==> src/rtl/blackjack_hand_tracker_pkg.sv <==
// Shared constants and state encoding for the blackjack hand tracker and the deck path.
package blackjack_hand_tracker_pkg;

    localparam int MAX_CARDS_DEF    = 11;
    localparam int WAIT_TIMEOUT_DEF = 15;
    localparam int DEALER_STAND_DEF = 17;

    localparam logic [3:0] RANK_ACE  = 4'd1;
    localparam logic [3:0] RANK_TEN  = 4'd10;
    localparam logic [3:0] RANK_KING = 4'd13;
    localparam logic [4:0] BLACKJACK = 5'd21;

    // Card code layout agreed with the deck path: rank in the low nibble, suit above it.
    localparam int CARD_RANK_LSB = 0;
    localparam int CARD_RANK_MSB = 3;

    typedef enum logic [1:0] {
        IDLE = 2'd0,
        REQ  = 2'd1,
        WAIT = 2'd2,
        ADD  = 2'd3
    } state_t;

endpackage

==> src/rtl/blackjack_card_points.sv <==
// Combinational rank decoder: blackjack points, ace flag and invalid-rank flag.
module blackjack_card_points
    import blackjack_hand_tracker_pkg::*;
(
    input  logic [3:0] i_rank,
    output logic [3:0] o_points,
    output logic       o_isAce,
    output logic       o_invalid
);

    always_comb begin
        o_points  = 4'd0;
        o_isAce   = 1'b0;
        o_invalid = 1'b0;
        if (i_rank == 4'd0 || i_rank > RANK_KING) begin
            o_invalid = 1'b1;
        end else if (i_rank == RANK_ACE) begin
            o_points = 4'd11;
            o_isAce  = 1'b1;
        end else if (i_rank > RANK_TEN) begin
            o_points = RANK_TEN;
        end else begin
            o_points = i_rank;
        end
    end

endmodule

==> src/rtl/blackjack_hand_tracker.sv <==
// Blackjack hand tracker: requests one card per hit from the deck path and keeps the hand score.
// Defining BLACKJACK_DEALER_AUTO_EN enables dealer auto-play and adds the stand_o output.
module blackjack_hand_tracker
    import blackjack_hand_tracker_pkg::*;
#(
    parameter int MAX_CARDS    = MAX_CARDS_DEF,
    parameter int WAIT_TIMEOUT = WAIT_TIMEOUT_DEF
`ifdef BLACKJACK_DEALER_AUTO_EN
    ,
    parameter int DEALER_STAND = DEALER_STAND_DEF
`endif
) (
    input  logic       clk_dp_i,
    input  logic       rst_dp_i,
    input  logic       new_hand_i,
    input  logic       hit_i,
    input  logic [7:0] card_i,
    input  logic       card_valid_i,
    output logic       req_card_o,
    output logic [4:0] score_o,
    output logic       soft_o,
    output logic [3:0] card_count_o,
    output logic       bust_o,
    output logic       blackjack_o,
    output logic       busy_o,
`ifdef BLACKJACK_DEALER_AUTO_EN
    output logic       stand_o,
`endif
    output logic       err_o
);

    localparam logic [3:0] LP_MAX_CARDS  = 4'(MAX_CARDS);
    localparam logic [3:0] LP_TIMER_LAST = 4'(WAIT_TIMEOUT - 1);
`ifdef BLACKJACK_DEALER_AUTO_EN
    localparam logic [5:0] LP_STAND      = 6'(DEALER_STAND);
    logic                  r_stand;
`endif

    state_t     r_state, w_next;
    logic [4:0] r_score;
    logic [3:0] r_softCount, r_count, r_timer, r_rank;
    logic       r_err;
    logic [3:0] w_points, w_softSum, w_adjSoft;
    logic [5:0] w_sum, w_adjSum;
    logic       w_isAce, w_invalid, w_bust, w_hitOk, w_autoDraw, w_unusedSuit;

    assign w_unusedSuit = ^card_i[7:4];

    blackjack_card_points u_points (
        .i_rank    (r_rank),
        .o_points  (w_points),
        .o_isAce   (w_isAce),
        .o_invalid (w_invalid)
    );

    // Adding a card can push a soft hand over 21; demoting one ace (11 -> 1) always suffices.
    always_comb begin
        w_sum     = {1'b0, r_score} + {2'b00, w_points};
        w_softSum = r_softCount + {3'b000, w_isAce};
        w_adjSum  = w_sum;
        w_adjSoft = w_softSum;
        if (w_sum > {1'b0, BLACKJACK} && w_softSum != 4'd0) begin
            w_adjSum  = w_sum - 6'd10;
            w_adjSoft = w_softSum - 4'd1;
        end
    end

    assign w_bust  = (r_score > BLACKJACK);
    assign w_hitOk = hit_i && !w_bust && (r_count < LP_MAX_CARDS) && (r_score < BLACKJACK);

`ifdef BLACKJACK_DEALER_AUTO_EN
    assign w_autoDraw = !w_invalid && (w_adjSum < LP_STAND) && ((r_count + 4'd1) < LP_MAX_CARDS);
`else
    assign w_autoDraw = 1'b0;
`endif

    always_ff @(posedge clk_dp_i or negedge rst_dp_i) begin
        if (!rst_dp_i) begin
            r_state <= IDLE;
        end else begin
            r_state <= w_next;
        end
    end

    always_comb begin
        w_next = r_state;
        case (r_state)
            IDLE:    if (w_hitOk) w_next = REQ;
            REQ:     w_next = WAIT;
            WAIT:    if (card_valid_i) w_next = ADD;
                     else if (r_timer == LP_TIMER_LAST) w_next = IDLE;
            ADD:     w_next = w_autoDraw ? REQ : IDLE;
            default: w_next = IDLE;
        endcase
        if (new_hand_i) w_next = IDLE;
    end

    // Hand registers; new_hand_i wipes everything, including a card still in flight.
    always_ff @(posedge clk_dp_i or negedge rst_dp_i) begin
        if (!rst_dp_i) begin
            r_score     <= 5'd0;
            r_softCount <= 4'd0;
            r_count     <= 4'd0;
            r_timer     <= 4'd0;
            r_rank      <= 4'd0;
            r_err       <= 1'b0;
`ifdef BLACKJACK_DEALER_AUTO_EN
            r_stand     <= 1'b0;
`endif
        end else if (new_hand_i) begin
            r_score     <= 5'd0;
            r_softCount <= 4'd0;
            r_count     <= 4'd0;
            r_timer     <= 4'd0;
            r_rank      <= 4'd0;
            r_err       <= 1'b0;
`ifdef BLACKJACK_DEALER_AUTO_EN
            r_stand     <= 1'b0;
`endif
        end else begin
            case (r_state)
                REQ: r_timer <= 4'd0;
                WAIT: begin
                    if (card_valid_i) begin
                        r_rank <= card_i[CARD_RANK_MSB:CARD_RANK_LSB];
                    end else if (r_timer == LP_TIMER_LAST) begin
                        r_err <= 1'b1;
                    end else begin
                        r_timer <= r_timer + 4'd1;
                    end
                end
                ADD: begin
                    if (w_invalid) begin
                        r_err <= 1'b1;
                    end else begin
                        r_score     <= w_adjSum[4:0];
                        r_softCount <= w_adjSoft;
                        r_count     <= r_count + 4'd1;
`ifdef BLACKJACK_DEALER_AUTO_EN
                        if (w_adjSum >= LP_STAND && w_adjSum <= {1'b0, BLACKJACK}) r_stand <= 1'b1;
`endif
                    end
                end
                default: ;
            endcase
        end
    end

    always_comb begin
        req_card_o   = (r_state == REQ);
        busy_o       = (r_state != IDLE);
        score_o      = r_score;
        soft_o       = (r_softCount != 4'd0);
        card_count_o = r_count;
        bust_o       = w_bust;
        blackjack_o  = (r_score == BLACKJACK) && (r_count == 4'd2);
        err_o        = r_err;
`ifdef BLACKJACK_DEALER_AUTO_EN
        stand_o      = r_stand;
`endif
    end

endmodule

==> config.mk <==
export PLATFORM = sky130hd
export DESIGN_NAME = blackjack_hand_tracker
export DESIGN_NICKNAME = d
export VERILOG_FILES = /design/src/rtl/blackjack_hand_tracker_pkg.sv /design/src/rtl/blackjack_card_points.sv /design/src/rtl/blackjack_hand_tracker.sv
export SDC_FILE = /design/constraint.sdc
export NUM_CORES = 1
export LEC_CHECK = 0
export CAP_MARGIN = 20
export CORE_MARGIN = 3
export CORE_UTILIZATION = 50
export DETAILED_ROUTE_END_ITERATION = 8
export PLACE_DENSITY_LB_ADDON = 0.12
export SLEW_MARGIN = 40
export SYNTH_ARGS = -nofsm -noshare
export SYNTH_HDL_FRONTEND = slang
export SYNTH_SLANG_ARGS = --single-unit
export TNS_END_PERCENT = 20
==> constraint.sdc <==
create_clock -name clk_dp_i -period 3.5 [get_ports clk_dp_i]
set_clock_uncertainty 0.15 [all_clocks]
set_input_delay 0.7 -clock clk_dp_i [delete_from_list [all_inputs] [get_ports clk_dp_i]]
set_output_delay 0.7 -clock clk_dp_i [all_outputs]
set_load 0.02 [all_outputs]
==> impl_metrics.tcl, run 1 <==
set metrics [dict create \
    dr.pass1.iters 4 \
    antenna_found_initial 0 \
    fill_cells 292 \
    wl_per_cell_um 14.5 \
    path_common_cell "inv_1" \
    grt_pass1_wl_mm 6.73 \
    cp-end-kind "flop" \
    yosysMostFrequentCell "nor2_1" \
    postSynthAreaPerCell_um2 8.63 \
    startpoint "r_rank[1]$_DFFE_PN0P_" \
    die_w_um 66.1 \
    async_reset_ff_frac 1.00 \
    path_clk_slew_ps 120 \
    cp_slowest_stage_delay_ps 590 \
    slew_violations 0 \
    finalSetupViolCount 0 \
    hold_violations 0 \
    placedCellCount 272 \
    yosysUniqueCellTypes 49 \
    power_density_nw_per_um2 236 \
    drv_cap 0 \
    drtIter0Drc 124 \
    yosys-top-cells-count "nor2_1, dfrtp_1, a21oi_1" \
    cp_slowest_cell "fa_1" \
    diodes 0 \
    fin_crit_sh 0.945 \
    grt_max_degree 25 \
    yosysSeqAreaShare 0.333 \
    syn-num-nets 235 \
    post_cts_buffers 0 \
    setup_tns_ps 0 \
    synth_edf_count 0 \
    holdPathStages 2 \
    path_class "reg -> reg" \
    cts_hold_buf 0 \
    drc_errors 0 \
    ys_ff_latch 24 \
    total_leakage_power_nw 0.924 \
    grt_util_all_layers 0.198 \
    ys_warn_count 0 \
    first_global_vias 1501 \
    worstHoldStart "err_o$_DFFE_PN0P_" \
    ys.flop_type "dfrtp_1" \
    routabilityCongestion 0.929 \
    vias 1553 \
    wl_mm 3.98 \
    crit_required_ps 3550 \
    synthCells 209 \
    clkLatencyLatePin_ps 300 \
    cp.arrival_ps 3360 \
    cp-start-kind "flop" \
    outcome "completed" \
    worst-path-max-fanout 9 \
    die-area_um2 4370 \
    port_buffers 23 \
    vias_per_cell 5.65 \
    reg2regPathDepth 12 \
    tightestPinTransition_ps 503 \
    drive_gt1_frac 0.0742 \
    fmax_mhz 302 \
    rsz0062_at_grt "no" \
    slew_headroom 0.664 \
    io_pins 28 \
    area_growth_pct 16.4 \
    fin_crit_ps 3310 \
    start_util 0.528 \
    cts-root-buf "clkbuf_4" \
    hpwl_mm 3.08 \
    cts_buffers 3 \
    row_count 21 \
    nets 257 \
    reg2reg_from "r_rank[1]$_DFFE_PN0P_" \
    synth_area_um2 1800 \
    synth_area_leaders "dfrtp_1, ha_1, nor2_1, a21oi_1, xor2_1" \
    synth_top_area_share 0.333 \
    clkSinkCount 24 \
    clockBufferDepth 2 \
    hold_path.class "reg -> reg" \
    worstPathCellList "o21ai_0, and2_1, ha_1, inv_1, fa_1, inv_1, a32oi_1, nand3_1, a22o_2, a31o_1, a21oi_1, mux2_1" \
    die_y_um 66.1 \
    drtAntennaViolNets 0 \
    cts_tree "done" \
    finalNonFillerCells 275 \
    vdd_ir_drop_max_uv 104 \
    htreeDepth 1 \
    fp.coreArea_um2 3420 \
    grt.overflow.total 0 \
    yosys.area.top_type "dfrtp_1" \
]
metrics by stage:
stage           util  power, mW  cell area, µm²  setup slack [ps]  hold WS [ps]
2_1_floorplan      -      0.349            1800               496           254
3_3_place_gp   0.608      0.381            2080               255           353
3_5_place_dp   0.608      0.385            2080               163           357
4_1_cts        0.614      0.504            2100               144           376
5_1_grt        0.615      0.525            2100              8.12           406
6_report       0.615      0.496            2100               192           370
layout make-up:
| class | instances | area, µm² | share of cell area |
|---|---|---|---|
| well taps | 46 | 57.6 | 0.0274 |
| multi-input cells | 162 | 1110 | 0.528 |
| repair buffers | 27 | 260 | 0.124 |
| flip-flops and latches | 24 | 602 | 0.286 |
| clock buffers | 3 | 22.5 | 0.0107 |
| inverters | 13 | 48.8 | 0.0232 |
cell families after synthesis:
| kind of cell | count (synthesis) | share of synthesized area |
|---|---|---|
| xor+xnor | 12 | 0.0624 |
| compound gates | 47 | 0.182 |
| buf+inv | 23 | 0.0527 |
| mux | 7 | 0.0423 |
| simple gates | 83 | 0.233 |
| flops | 24 | 0.333 |
| fa+ha+maj | 13 | 0.0943 |
metal layers:
layer | GRT usage | vias to the layer above | routed length [µm]
li1 | - | 776 | -
met1 | 0.244 | 750 | 1820
met2 | 0.360 | 23 | 2030
met3 | 0.0221 | 4 | 90
met4 | 0.0558 | 0 | 40
met5 | 0 | - | 0
worst max-delay path, delay by kind of cell, from the launching register on:
kind,cells,cell delay [ps]
muxes,1,340
and+or+nand+nor,2,240
adders and majority gates,2,770
buffers and inverters,2,150
AOI/OAI and AO/OA,5,1090
DFF,1,470
registers in the layout, indices dropped and copies added (netlist names):
signal and flops:
card_count_o 4, r_state 2, score_o 5, r_rank 4, r_softCount 4, err_o 1, r_timer 4
what timing repair did:
action	CTS	global route
resized for setup	0	2
setup endpoints to repair	0	1
endpoints found under the hold margin	0	0
path summary, 6_finish.rpt:
path	end	slack, ps
worst max-delay path	r_softCount[3]$_DFFE_PN0P_	190
worst min-delay path	err_o$_DFFE_PN0P_	370
worst max register to register	r_softCount[3]$_DFFE_PN0P_	190
worst min register to register	err_o$_DFFE_PN0P_	370
max in group asynchronous	r_rank[1]$_DFFE_PN0P_	2350
min in group asynchronous	card_count_o[2]$_DFFE_PN0P_	590
cell usage in the layout, fill, tap and decap left out, drive strengths merged, types with 2 or more instances in the layout:
| cell | count |
|---|---|
| a211oi | 4 |
| nor2b | 6 |
| clkbuf | 3 |
| nor3b | 2 |
| a32oi | 2 |
| xor2 | 8 |
| o211ai | 3 |
| nor2 | 29 |
| nor3 | 3 |
| mux2i | 5 |
| a21oi | 19 |
| a31oi | 2 |
| nand4b | 2 |
| nand2 | 15 |
| inv | 13 |
| o21ai | 5 |
| o21bai | 2 |
| dfrtp | 24 |
| and3 | 4 |
| nand2b | 5 |
| buf | 4 |
| xnor2 | 4 |
| nand3 | 7 |
| mux2 | 2 |
| or4 | 2 |
| nand4 | 3 |
| nand3b | 3 |
| ha | 12 |
| clkdlybuf4s50 | 23 |
power by group:
| part | internal (mW) | total, mW | switching, mW | leakage [nW] |
|---|---|---|---|---|
| clock | 0.0402 | 0.116 | 0.0758 | 0.0138 |
| combinational | 0.0393 | 0.0850 | 0.0456 | 0.579 |
| sequential | 0.282 | 0.295 | 0.0127 | 0.332 |
(Power assumes the default switching activity.)
==> run 2, diff against run 1 <==
Clock period 3.5 ns to 4 ns, I/O delays scaled along.
==> run 2 against run 1 <==
  * Final area shrank 0.77%
  * Die area did not move
  * Power is 9.5% lower
  * Worst setup slack improved by 470 ps
  * Fmax is 0.83% lower
  * Sequential share of layout area grew 0.16 points
  * Critical path type unchanged
  * Global-route usage down 1.3 points
  * First-iteration DRC count fell by 11%
  * Register-to-register slack gained 470 ps
  * Clock-buffer cell count rose by 1
==> impl_metrics.tcl, run 2 (same netlist as run 1, synthesis figures left out) <==
set metrics [dict create \
    fin_crit_sh 0.834 \
    fp.coreArea_um2 3420 \
    slew_headroom 0.557 \
    crit_required_ps 4050 \
    hpwl_mm 2.82 \
    pre_cts_slack_ps 676 \
    power_density_nw_per_um2 215 \
    clkSinkCount 24 \
    hold_path.class "in -> async" \
    layout_setup_ws_ps 664 \
    routabilityCongestion 0.861 \
    ctsResizeCount 0 \
    finalSetupViolCount 0 \
    die_y_um 66.1 \
    start_util 0.528 \
    cts_tree "done" \
    wl_mm 3.66 \
    grt_util_all_layers 0.185 \
    cp-start-kind "flop" \
    die_w_um 66.1 \
    path_clk_slew_ps 130 \
    finalCoreUtilization 0.610 \
    cp-end-kind "flop" \
    hold_violations 0 \
    post_dp_cell_area_um2 2050 \
    grt_max_degree 25 \
    wl_per_cell_um 13.4 \
    antenna_found_initial 0 \
    clkLatencyLatePin_ps 300 \
    port_buffers 23 \
    outcome "completed" \
    cts_hold_buf 0 \
    drc_errors 0 \
    tightestPinTransition_ps 663 \
    cp_slowest_stage_delay_ps 580 \
    slew_violations 0 \
    first_global_vias 1469 \
    die-area_um2 4370 \
    io_pins 28 \
    cp_slowest_cell "fa_1" \
    nets 254 \
    fin_crit_ps 3340 \
    diodes 0 \
    drtIter0Drc 110 \
    final_area_um2 2080 \
    final_cell_mix "nor2_1, dfrtp_1, clkdlybuf4s50_1, a21oi_1, nand2_1" \
    finalNonFillerCells 273 \
    reg2reg_setup_slack_ps 660 \
    worstPathCellList "o21ai_0, and2_1, ha_1, inv_1, fa_1, inv_1, a32oi_1, nand3_1, a22o_1, a31o_1, a21oi_1, mux2_1" \
    vias_per_cell 5.51 \
    setup_tns_ps 0 \
    row_count 21 \
    cts-root-buf "clkbuf_4" \
    vias 1505 \
    rsz0062_at_grt "no" \
    largest_register_ffs 5 \
    grt_pass1_wl_mm 6.42 \
    power_uw 449 \
    holdWs_ps 297 \
    path_common_cell "inv_1" \
    clockBufferDepth 2 \
    worst-path-max-fanout 9 \
    cp.arrival_ps 3390 \
    final_common_cell "nor2_1" \
    total_leakage_power_nw 0.917 \
    drv_cap 0 \
    drive_gt1_frac 0.0617 \
    fmax_mhz 300 \
    htreeDepth 1 \
    placedCellCount 269 \
    drtAntennaViolNets 0 \
    area_growth_pct 15.5 \
    dr.pass1.iters 4 \
    cts_buffers 3 \
    grt.overflow.total 0 \
    post_cts_buffers 0 \
    vdd_ir_drop_max_uv 112 \
    path_class "reg -> reg" \
]
[run 2: worst paths after layout]
| check | from | to | cells after the start |
|---|---|---|---|
| worst max-delay path | r_rank[1]$_DFFE_PN0P_ | r_softCount[3]$_DFFE_PN0P_ | 12 |
| worst min-delay path | rst_dp_i | card_count_o[3]$_DFFE_PN0P_ | 1 |
| worst max register to register | r_rank[1]$_DFFE_PN0P_ | r_softCount[3]$_DFFE_PN0P_ | 12 |
| worst min register to register | err_o$_DFFE_PN0P_ | err_o$_DFFE_PN0P_ | 2 |
| max in group asynchronous | rst_dp_i | score_o[3]$_DFFE_PN0P_ | 1 |
| min in group clk_dp_i | err_o$_DFFE_PN0P_ | err_o$_DFFE_PN0P_ | 2 |
[run 2: area by class of cell]
class	instances	area, µm²
fillers	305	1330
repair buffers	24	233
clock buffers	4	36.3
flip-flops and latches	24	601
multi-input cells	162	1110
well taps	46	57.6
inverters	13	48.8
[run 2: layer usage]
metal / GRT usage / wire, µm
met4: 0.0558 / 0
met3: 0.0119 / 71
met2: 0.328 / 1890
met1: 0.241 / 1700
met5: 0 / 0
[run 2: power breakdown]
group	switching (mW)	internal [mW]	leakage, nW	total, mW
Sequential	0.0107	0.247	0.333	0.257
Clock	0.0648	0.0554	0.0210	0.120
Combinational	0.0385	0.0324	0.563	0.0710
[run 2: critical path: cells and delay by family, from the launching register on]
family | cells | cell delay, ps
compound gates | 5 | 1160
fa+ha+maj | 2 | 740
buf+inv | 2 | 130
flops | 1 | 480
mux | 1 | 340
simple gates | 2 | 240
